[config.mk]
export PLATFORM = sky130hd
export DESIGN_NAME = seg_scan
export DESIGN_NICKNAME = d
export VERILOG_FILES = /design/src/rtl/seg_scan.sv
export SDC_FILE = /design/constraint.sdc
export NUM_CORES = 1
export LEC_CHECK = 0
export BUFFER_PORTS_ARGS = -buffer_cell sky130_fd_sc_hd__buf_2
export CAP_MARGIN = 20
export CORE_MARGIN = 5
export CORE_UTILIZATION = 56
export DETAILED_ROUTE_END_ITERATION = 8
export PLACE_DENSITY = 0.78
export SETUP_SLACK_MARGIN = 0.4
export SKIP_LAST_GASP = 1
export SYNTH_ARGS = -nofsm -noshare
export SYNTH_HDL_FRONTEND = slang
export SYNTH_SLANG_ARGS = --single-unit
[constraint.sdc]
create_clock -name clk -period 2.1 [get_ports clk]
set_clock_uncertainty 0.1 [all_clocks]
set_input_delay 0.105 -clock clk [delete_from_list [all_inputs] [get_ports clk]]
set_output_delay 0.105 -clock clk [all_outputs]
set_load 0.01 [all_outputs]
[src/rtl/seg_scan.sv]
// Seven-segment scan driver: multiplexes a DIGITS-wide hex value onto one shared decoder.
// Latency: outputs are registered one cycle behind the scan index; new loads show from the next frame wrap.
// Backpressure: value_ready drops while the one-entry pending buffer is full; it frees up at the next frame wrap.
module seg_scan #(
  parameter int DIGITS          = 8,
  parameter int TICKS_PER_DIGIT = 1000
) (
  input  logic                  clk,
  input  logic                  rst,
  input  logic [4*DIGITS-1:0]   value_in,
  input  logic [DIGITS-1:0]     dp_in,
  input  logic                  value_valid,
  output logic                  value_ready,
  input  logic                  blank_lz,
  output logic [3:0]            digit_nibble,
  output logic                  digit_dp,
  output logic [DIGITS-1:0]     digit_sel_n,
  output logic                  frame_start
);

  localparam int IW = $clog2(DIGITS);
  localparam int PW = $clog2(TICKS_PER_DIGIT);
  localparam logic [PW-1:0] PRE_LAST = PW'(TICKS_PER_DIGIT - 1);
  localparam logic [IW-1:0] IDX_LAST = IW'(DIGITS - 1);

  // Scan position
  logic [PW-1:0]         pre_q, pre_d;
  logic [IW-1:0]         idx_q, idx_d;
  // Value on display and the one-entry pending buffer behind it
  logic [4*DIGITS-1:0]   disp_q, disp_d;
  logic [DIGITS-1:0]     disp_dp_q, disp_dp_d;
  logic [4*DIGITS-1:0]   pend_q, pend_d;
  logic [DIGITS-1:0]     pend_dp_q, pend_dp_d;
  logic                  pend_full_q, pend_full_d;
  // Registered outputs
  logic [DIGITS-1:0]     sel_n_q, sel_n_d;
  logic [3:0]            nib_q, nib_d;
  logic                  dp_q, dp_d;
  logic                  fs_q, fs_d;

  logic                  tick;
  logic                  wrap;
  logic [3:0]            nibs [DIGITS];
  logic [DIGITS-1:0]     zero_from;
  logic                  blanked;

  assign value_ready  = !pend_full_q;
  assign digit_sel_n  = sel_n_q;
  assign digit_nibble = nib_q;
  assign digit_dp     = dp_q;
  assign frame_start  = fs_q;

  // Prescaler/index advance and the load path; a pending value is promoted only on the frame wrap
  always_comb begin
    pre_d       = pre_q;
    idx_d       = idx_q;
    disp_d      = disp_q;
    disp_dp_d   = disp_dp_q;
    pend_d      = pend_q;
    pend_dp_d   = pend_dp_q;
    pend_full_d = pend_full_q;
    tick        = (pre_q == PRE_LAST);
    wrap        = tick && (idx_q == IDX_LAST);

    if (tick) begin
      pre_d = '0;
      idx_d = (idx_q == IDX_LAST) ? '0 : idx_q + 1'b1;
    end else begin
      pre_d = pre_q + 1'b1;
    end

    // Promotion needs a full buffer and acceptance needs an empty one, so they never collide
    if (wrap && pend_full_q) begin
      disp_d      = pend_q;
      disp_dp_d   = pend_dp_q;
      pend_full_d = 1'b0;
    end
    if (value_valid && !pend_full_q) begin
      pend_d      = value_in;
      pend_dp_d   = dp_in;
      pend_full_d = 1'b1;
    end
  end

  // Per-digit drive for the current index, including leading-zero blanking
  always_comb begin
    logic acc;
    acc = 1'b1;
    for (int i = 0; i < DIGITS; i++) begin
      nibs[i] = disp_q[4*i +: 4];
    end
    // zero_from[i]: every nibble from i up to the top digit is zero
    zero_from = '0;
    for (int i = DIGITS - 1; i >= 0; i--) begin
      acc          = acc && (nibs[i] == 4'h0);
      zero_from[i] = acc;
    end
    blanked = blank_lz && (idx_q != '0) && zero_from[idx_q] && !disp_dp_q[idx_q];

    sel_n_d = ~(DIGITS'(1) << idx_q);
    nib_d   = nibs[idx_q];
    dp_d    = disp_dp_q[idx_q];
    if (blanked) begin
      sel_n_d = '1;
      nib_d   = 4'h0;
      dp_d    = 1'b0;
    end
    fs_d = (idx_q == '0) && (pre_q == '0);
  end

  // State and output registers
  always_ff @(posedge clk) begin
    if (rst) begin
      pre_q       <= '0;
      idx_q       <= '0;
      disp_q      <= '0;
      disp_dp_q   <= '0;
      pend_q      <= '0;
      pend_dp_q   <= '0;
      pend_full_q <= 1'b0;
      sel_n_q     <= '1;
      nib_q       <= 4'h0;
      dp_q        <= 1'b0;
      fs_q        <= 1'b0;
    end else begin
      pre_q       <= pre_d;
      idx_q       <= idx_d;
      disp_q      <= disp_d;
      disp_dp_q   <= disp_dp_d;
      pend_q      <= pend_d;
      pend_dp_q   <= pend_dp_d;
      pend_full_q <= pend_full_d;
      sel_n_q     <= sel_n_d;
      nib_q       <= nib_d;
      dp_q        <= dp_d;
      fs_q        <= fs_d;
    end
  end

endmodule
==> impl_metrics.csv <==
group,metric,value,unit
cells_and_area,antenna-diode-count,0,
worst_setup_path,cp-end-kind,"flop",
worst_setup_path,reg2regPathDepth,5,
worst_hold_path,hold_path_class,"in -> reg",
route,wire_per_inst,16.7,um
clocking,clock_sinks,108,
clocking,cts_tree,"built",
placed_design,io_buffers,58,
timing,final-setup-viol-count,0,
worst_setup_path,path_cells,"buf_4 > mux4_2 > mux2i_4 > nand4_1 > o211ai_1",
synthesis,yosysWarningCount,0,
timing,hold_viol,0,
timing,tightest_slew,0.564,ns
synthesis,yosysTopAreaCellShare,50.7,%
cells_and_area,post-route-util,78.4,%
timing,finalSetupTns,0,ns
floorplanning,die_h,97.2,um
route,wl_met2,5650,um
timing,fin_crit,2.05,ns
clocking,cts-root-buf,"clkbuf_8",
synthesis,yosysMostFrequentCell,"dfxtp_1",
placed_design,place_hpwl,6130,um
route,vias,3692,
cells_and_area,fillers,436,
clocking,htreeDepth,3,
worst_setup_path,crit_required,2.26,ns
timing,final.period_utilization,97.5,%
power_and_ir_drop,power_density,635,nW/um2
clocking,numCtsBuffers,9,
route,drcViolationCount,0,
cells_and_area,drive_above_1_share,26.7,%
route,top_layer_used,"met4",
floorplanning,ios,59,
power_and_ir_drop,ir_worst_vdd,366,uV
timing,maxSlewViolCount,0,
route,wl_met1,4640,um
route,routed_via_density,5.46,
route,dr.pass1.iters,4,
synthesis,netlist_top_cells_count,"dfxtp_1 (108), nand2_1 (92), nor2_1 (57)",
timing,grt_setup_unrepaired,"yes",
synthesis,seq_area_frac_synth,50.7,%
clocking,insertion_delay,0.36,ns
synthesis,netlist_area,4260,um2
global_routing,grt_remaining_overflow,0,
global_routing,grt_max_degree,92,
global_routing,grt_pass1_wl,17500,um
worst_setup_path,arrival,2.20,ns
global_routing,grt_pass1_vias,3625,
floorplanning,die_area,9450,um2
synthesis,synth_cell_types,34,
global_routing,grt_usage,22.7,%
worst_setup_path,critPathMaxFanout,4,
cells_and_area,area_growth,34.9,%
synthesis,synth_area_leaders,"dfxtp_1 (51%), mux2i_1 (10%), nand2_1 (8.1%), mux4_2 (5.3%), a21oi_1 (5.2%)",
floorplanning,coreArea,7330,um2
synthesis,yosysTopAreaCell,"dfxtp_1",
timing,max_freq,0.488,GHz
clocking,clk_pin_slew,0.09,ns
route,drtIter0Drc,303,
route,routed_wl,11300,um
worst_setup_path,cp_slowest_stage_delay,0.53,ns
job,drv_cap,0,
synthesis,synth-async-reset-ratio,0,%
synthesis,synth_cells,456,
placed_design,gp_congestion,0.840,
route,wl_met3,685,um
clocking,ctsLongestPathBuffers,2,
synthesis,syn_area_per_cell,9.35,um2
floorplanning,rows,31,
worst_setup_path,slowest_stage,"mux4_2",
power_and_ir_drop,p_total,0.00365,W
synthesis,synth_ff_type,"dfxtp_1",
synthesis,synth_edf_count,0,
worst_hold_path,min_delay_path_depth,5,
global_routing,antenna_found_initial,0,
timing,relSlewSlack,61.9,%
synthesis,synthesis.nets,508,
status,status,"finished clean",
power_and_ir_drop,leakage,2.54,nW
cells_and_area,fin_nets,626,
route,antenna_left,0,
worst_setup_path,critPathKind,"reg -> reg",
synthesis,synth-seq-cells,108,
floorplanning,start_util,58.1,%
floorplanning,die_x,97.2,um
worst_setup_path,start_kind,"flop",
-- through the flow --
step	instance area (um2)	hold WS [ns]	worst slack (ns)	instances
after floorplan	4340	0.141	0.334	456
after global placement	4710	0.246	0.0728	597
after detailed placement	4710	0.250	0.0274	597
after CTS	5600	0.116	0.196	669
after global routing	5750	0.136	0.0239	676
final	5750	0.146	0.0516	676
-- cell families (layout without fill, tap and decap cells) --
group | Yosys count | count (layout) | share of synthesized area (%)
buffers and inverters | 38 | 159 | 4.17
flip-flops | 108 | 108 | 50.7
adder cells (fa/ha/maj) | 8 | 8 | 2.35
multiplexers | 53 | 53 | 15.4
AND/OR/NAND/NOR | 179 | 179 | 17.4
AO/OA/AOI/OAI | 62 | 62 | 8.28
XOR/XNOR | 8 | 8 | 1.64
-- state kept, by name, summed over array words and instances (netlist names) --
| register | flops |
|---|---|
| frame_start | 1 |
| disp_q | 32 |
| pend_dp_q | 8 |
| digit_sel_n | 8 |
| pend_q | 32 |
| digit_dp | 1 |
| pre_q | 10 |
| idx_q | 3 |
| disp_dp_q | 8 |
| pend_full_q | 1 |
| digit_nibble | 4 |
-- area by class of cell --
type                       count  area [um2]  share of cell area [%]
clock inverter                 2        35.0                   0.610
timing repair buffer         136        1150                    20.0
sequential                   108        2180                    37.9
multi-input combinational    310        2060                    35.8
clock buffer                  12         155                    2.70
inverter                       9        43.8                   0.762
tap                           99         124                    2.16
-- report_power, final --
| group | leakage (nW) | switching [W] | internal [W] |
|---|---|---|---|
| Sequential | 0.883 | 0.0000365 | 0.00210 |
| Clock | 0.0983 | 0.000640 | 0.000603 |
| Combinational | 1.56 | 0.000133 | 0.000137 |
-- per-layer routing --
layer / up-vias / GRT usage, %
li1: 1781 / -
met1: 1743 / 28.2
met2: 140 / 37.7
met3: 28 / 5.03
met4: 0 / 10.0
met5: - / 0
-- layout by cell type, fill, tap and decap left out, drive strengths merged, types with 4 or more instances in the layout --
cell type / instances
buf: 91
or4: 5
mux2i: 43
inv: 7
nand3: 6
dlygate4sd3: 42
xnor2: 6
a21oi: 44
nand2: 92
o21ai: 5
ha: 8
clkbuf: 15
and3: 5
dfxtp: 108
o2111ai: 4
mux4: 10
nor2: 57
nor3: 5
-- critical path: cells and delay by family (launching register included) --
| kind | cells | cell delay [ns] |
|---|---|---|
| mux | 2 | 0.74 |
| flops | 1 | 0.39 |
| compound gates | 1 | 0.32 |
| simple gates | 1 | 0.28 |
| buf+inv | 1 | 0.12 |
-- what timing repair did --
action / in CTS / in global routing
hold buffers: 42 / 0
hold endpoints to repair: 46 / 0
setup endpoints to repair: 49 / 64
gates resized for setup: 29 / 14
setup buffers: 14 / 4
pin swaps: 7 / 4
gates cloned: 2 / 3
-- final timing paths --
check | slack, ns | to | start
worst max-delay path | 0.05 | digit_sel_n[3] | idx_q[0]
worst max register to register | 0.05 | digit_sel_n[3] | idx_q[0]
worst min register to register | 0.35 | pre_q[0] | pre_q[0]
worst min-delay path | 0.15 | digit_sel_n[1] | blank_lz
Power figures use the tool's default switching activity.
